$ cat config.mk
export PLATFORM = sky130hd
export DESIGN_NAME = alu_sequencer
export DESIGN_NICKNAME = d
export VERILOG_FILES = /design/src/rtl/alu_seq_pkg.sv /design/src/rtl/alu_sequencer.sv
export SDC_FILE = /design/constraint.sdc
export NUM_CORES = 1
export LEC_CHECK = 0
export CORE_MARGIN = 8
export CORE_UTILIZATION = 45
export DETAILED_ROUTE_END_ITERATION = 10
export DONT_BUFFER_PORTS = 1
export PLACE_DENSITY_LB_ADDON = 0.05
export SLEW_MARGIN = 15
export SYNTH_ARGS = -nofsm -noshare
export SYNTH_HDL_FRONTEND = slang
export SYNTH_SLANG_ARGS = --single-unit
$ cat constraint.sdc
create_clock -name clk -period 3.3 [get_ports clk]
set_clock_uncertainty 0.15 [all_clocks]
set_input_delay 0.99 -clock clk [delete_from_list [all_inputs] [get_ports clk]]
set_output_delay 0.99 -clock clk [all_outputs]
set_load 0.005 [all_outputs]
$ cat src/rtl/alu_seq_pkg.sv
`default_nettype none
// ============================================================================
//  Module   : alu_seq_pkg
//  Purpose  : Shared types and constants for the bit-serial ALU sequencer.
//             - state_t      : sequencer FSM states
//             - XLEN_DEFAULT : default operand / result width
//             - FUNC_*       : operation codes understood by the 1-bit ALU
//             - is_slt_func  : true for the compare operations (SLT / SLTU)
//  Revision : 1.0  initial release
// ============================================================================
package alu_seq_pkg;

  localparam int XLEN_DEFAULT = 32;

  typedef enum logic [1:0] {
    IDLE  = 2'd0,
    CLR   = 2'd1,
    SHIFT = 2'd2,
    FIN   = 2'd3
  } state_t;

  // func[3] selects subtraction (inverted B plus injected carry),
  // func[2:1] selects the result class, func[0] refines it.
  localparam logic [3:0] FUNC_ADD  = 4'b0000;
  localparam logic [3:0] FUNC_SUB  = 4'b1000;
  localparam logic [3:0] FUNC_SLT  = 4'b1010;
  localparam logic [3:0] FUNC_SLTU = 4'b1011;
  localparam logic [3:0] FUNC_XOR  = 4'b0100;
  localparam logic [3:0] FUNC_OR   = 4'b0110;
  localparam logic [3:0] FUNC_AND  = 4'b0111;

  function automatic logic is_slt_func(input logic [3:0] f);
    return (f[2:1] == 2'b01);
  endfunction

endpackage : alu_seq_pkg
`default_nettype wire

$ cat src/rtl/alu_sequencer.sv
`default_nettype none
// ============================================================================
//  Module   : alu_sequencer
//  Purpose  : Runs one XLEN-bit operation through an external 1-bit ALU,
//             streaming operand bits LSB-first and collecting result bits.
//             IDLE -> CLR (clear ALU carry) -> SHIFT (XLEN cycles) -> FIN.
//  Ports    : clk, rst         clock, synchronous active-high reset
//             start            request; sampled only in IDLE
//             func, op_a, op_b operation and operands, captured with start
//             busy             high in every non-IDLE state
//             done             one-cycle pulse, result valid
//             result           last completed result, held until next one
//             alu_func         latched func to the 1-bit ALU
//             alu_opA/opB      current operand bits (0 outside SHIFT)
//             alu_carry_in     carry injection, first SHIFT cycle only
//             alu_rst          ALU carry clear (rst or CLR state)
//             alu_result       ALU result bit for the current operand bits
//             alu_slt          registered ALU less-than flag
//  Revision : 1.0  initial release
// ============================================================================
module alu_sequencer
  import alu_seq_pkg::*;
#(
  parameter int XLEN = XLEN_DEFAULT
) (
  input  logic            clk,
  input  logic            rst,
  input  logic            start,
  input  logic [3:0]      func,
  input  logic [XLEN-1:0] op_a,
  input  logic [XLEN-1:0] op_b,
  output logic            busy,
  output logic            done,
  output logic [XLEN-1:0] result,
  output logic [3:0]      alu_func,
  output logic            alu_opA,
  output logic            alu_opB,
  output logic            alu_carry_in,
  output logic            alu_rst,
  input  logic            alu_result,
  input  logic            alu_slt
);

  localparam int            CW       = $clog2(XLEN);
  localparam logic [CW-1:0] CNT_LAST = CW'(XLEN - 1);

  state_t          state_q, state_d;
  logic [3:0]      func_q, func_d;
  logic [XLEN-1:0] a_q, a_d;
  logic [XLEN-1:0] b_q, b_d;
  logic [XLEN-1:0] res_q, res_d;
  logic [XLEN-1:0] result_q, result_d;
  logic [CW-1:0]   cnt_q, cnt_d;
  logic            done_q, done_d;

  always_comb begin
    state_d  = state_q;
    func_d   = func_q;
    a_d      = a_q;
    b_d      = b_q;
    res_d    = res_q;
    result_d = result_q;
    cnt_d    = cnt_q;
    done_d   = 1'b0;

    case (state_q)
      IDLE: begin
        if (start) begin
          state_d = CLR;
          func_d  = func;
          a_d     = op_a;
          b_d     = op_b;
          cnt_d   = '0;
        end
      end
      CLR: begin
        state_d = SHIFT;
      end
      SHIFT: begin
        a_d   = a_q >> 1;
        b_d   = b_q >> 1;
        res_d = {alu_result, res_q[XLEN-1:1]};
        cnt_d = cnt_q + 1'b1;
        if (cnt_q == CNT_LAST) begin
          state_d = FIN;
        end
      end
      FIN: begin
        // The compare flag was registered by the ALU on the last SHIFT edge.
        if (is_slt_func(func_q)) begin
          res_d    = {{(XLEN-1){1'b0}}, alu_slt};
          result_d = {{(XLEN-1){1'b0}}, alu_slt};
        end else begin
          result_d = res_q;
        end
        done_d  = 1'b1;
        state_d = IDLE;
      end
      default: begin
        state_d = IDLE;
      end
    endcase
  end

  always_ff @(posedge clk) begin
    if (rst) begin
      state_q  <= IDLE;
      func_q   <= '0;
      a_q      <= '0;
      b_q      <= '0;
      res_q    <= '0;
      result_q <= '0;
      cnt_q    <= '0;
      done_q   <= 1'b0;
    end else begin
      state_q  <= state_d;
      func_q   <= func_d;
      a_q      <= a_d;
      b_q      <= b_d;
      res_q    <= res_d;
      result_q <= result_d;
      cnt_q    <= cnt_d;
      done_q   <= done_d;
    end
  end

  // result_q only moves on the FIN edge, so the visible result stays stable
  // while the shift register assembles the next one.
  assign busy         = (state_q != IDLE);
  assign done         = done_q;
  assign result       = result_q;
  assign alu_func     = func_q;
  assign alu_opA      = (state_q == SHIFT) ? a_q[0] : 1'b0;
  assign alu_opB      = (state_q == SHIFT) ? b_q[0] : 1'b0;
  assign alu_carry_in = (state_q == SHIFT) && (cnt_q == '0) && func_q[3];
  assign alu_rst      = rst | (state_q == CLR);

endmodule : alu_sequencer
`default_nettype wire

==> qor.yml <==
cp.arrival_ps: 1510
io_pins: 115
yosysSeqAreaShare: 0.438
sequentialPowerShare: 0.377
coreArea_sq_um: 13900
clock_path_buffers: 2
dp_slack_ps: 785
overflow: 0
n_antenna_cell: 0
initial_core_util: 0.461
status: "complete, no violations"
die_x_um: 135
p_leak_nw: 2.25
avgViaCountPerCell: 5.34
fin_cells: 805
wl_um: 12900
num_rows: 43
period_share: 0.802
criticalPathCategory: "flip-flop to output pin"
hpwl_um: 8430
grt_usage: 0.144
finalCriticalPeriod_ps: 2650
ir_drop_mv: 0.339
synth.avg_cell_area_sq_um: 9.96
finalNetCount: 693
worst_skew_pair.late_latency_ps: 410
cpMaxStageDelayCell: "ha_4"
wl_per_cell_um: 16.0
synth_edf_count: 0
setup_viol: 0
cap_violations: 0
ant_nets: 0
hold_viol_final: 0
ys_ff_latch: 140
fmax_mhz: 378
drc_errors: 0
tightest_slew_ps: 842
layout_commonest_cell: "dfxtp_1"
placed_cells: 774
cts_resized: 0
antenna_found_initial: 0
numPortBuffers: 0
switching_power_mw: 1.88
drtIter0Drc: 175
required_ps: 2160
min_path_type: "flip-flop to flip-flop"
postCtsHoldBufs: 0
async_flop_share: 0
firstDrtPassIters: 5
slowest_delay_ps: 360
synth_top_area_share: 0.438
rsz0062_at_grt: "no"
syn2layout_area_growth_pct: 8.78
end_kind: "output pin"
cts.clk_slew.worst_paths_ps: 50
cp-start-kind: "flip-flop"
tns_ps: 0
cts_buffers: 17
die_h_um: 135
netlist_area_sq_um: 6390
internal_power_mw: 4.00
p_comb_frac: 0.303
cts_setup_buffers: 0
grt_pass1_wl_um: 21200
finalMaxSlewViolations: 0
clock-root-buffer: "clkbuf_16"
cp_max_fo: 22
worstPathCellList: "inv_1 -> ha_4 -> and3_1"
gp_congestion: 0.705
dominantRegCellSynth: "dfxtp_1"
drive_above_1_share: 0.211
synth_nets: 722
slew-limit-headroom: 0.439
via_count: 4299
power_mw: 5.88
grt_max_degree: 142
dieArea_sq_um: 18300
synth_top_area_cell: "dfxtp_1"
cts_tree: "yes"
grt_pass1_vias: 4125
postSynthCellCount: 642
p_sw_frac: 0.319
p_clk_frac: 0.321
synth.distinct_cells: 35
clkSinkCount: 140
power.density_nw_per_um2: 845
yosys-top-cells-area: "dfxtp_1 44%, mux2i_1 15%, a211oi_2 12%"
htreeDepth: 4
setup_ws_ps: 654
yosys_warnings: 0
final_cell_mix: "140 x dfxtp_1, 94 x mux2i_1, 70 x a21oi_1"
layout make-up:
cell class,count,area [sq um]
Clock buffer,24,472
Fill cell,1282,6920
Multi-Input combinational cell,437,3240
Sequential cell,140,2800
Timing Repair Buffer,10,75.1
Clock inverter,7,114
Inverter,7,26.3
Tap cell,180,225
cells in the mapped netlist (5+ instances only):
cell and n:
nand3_1 39, buf_2 16, clkbuf_1 21, nand2b_1 33, buf_4 5, inv_1 7, ha_1 7, mux2i_1 94
buf_6 11, nor2_1 66, nand2_1 8, a21oi_1 70, dfxtp_1 140, a211oi_2 60, or2_2 32, buf_1 5
metrics by stage:
step | hold WS (ps) | util | instance area [sq um]
2_1_floorplan | 301 | - | 6390
3_3_place_gp | 319 | 0.459 | 6370
3_5_place_dp | 320 | 0.459 | 6370
4_1_cts | 327 | 0.501 | 6960
5_1_grt | 355 | 0.501 | 6960
6_report | 326 | 0.501 | 6960
critical path, delay by kind of cell (launching register included):
family / cells / cell delay (ps)
buffers and inverters: 1 / 130
DFF: 1 / 340
adders and majority gates: 1 / 360
and+or+nand+nor: 1 / 270
worst paths after layout:
check | start | end | slack (ps) | cells past startpoint
setup / recovery | state_q[0]$_SDFFE_PP0P_ | alu_carry_in | 650 | 3
hold / removal | alu_func[0]$_SDFFE_PP0P_ | alu_func[0]$_SDFFE_PP0P_ | 330 | 2
setup reg to reg | state_q[0]$_SDFFE_PP0P_ | b_q[26]$_SDFFE_PP0P_ | 820 | 6
hold reg to reg | alu_func[0]$_SDFFE_PP0P_ | alu_func[0]$_SDFFE_PP0P_ | 330 | 2
logic make-up after synthesis:
family	Yosys count	synth area share
simple gates	191	0.153
buf+inv	65	0.0571
mux	95	0.149
compound gates	144	0.189
flops	140	0.438
fa+ha+maj	7	0.0137
power by group through the flow:
stage	sequential [mW]	clock, mW	combinational (mW)
after floorplan	2.20	0	1.72
after global placement	2.24	0	1.76
after detailed placement	2.25	0	1.80
after CTS	2.22	1.94	1.80
after global routing	2.26	2.01	1.97
final	2.21	1.89	1.78
registers in the layout, indices dropped and copies added, names as in the netlist:
signal / flops
state_q: 2
alu_func: 4
a_q: 32
b_q: 32
cnt_q: 5
done: 1
result: 32
res_q: 32
metal layers:
| metal | part of all wire | vias to the layer above | global-route usage | wire, um |
|---|---|---|---|---|
| li1 | - | 2204 | - | - |
| met1 | 0.46 | 2000 | 0.174 | 5920 |
| met2 | 0.45 | 75 | 0.220 | 5860 |
| met3 | 0.068 | 20 | 0.0597 | 881 |
| met4 | 0.017 | 0 | 0.0629 | 223 |
| met5 | 0 | - | 0 | 0 |
(Power assumes the default switching activity.)
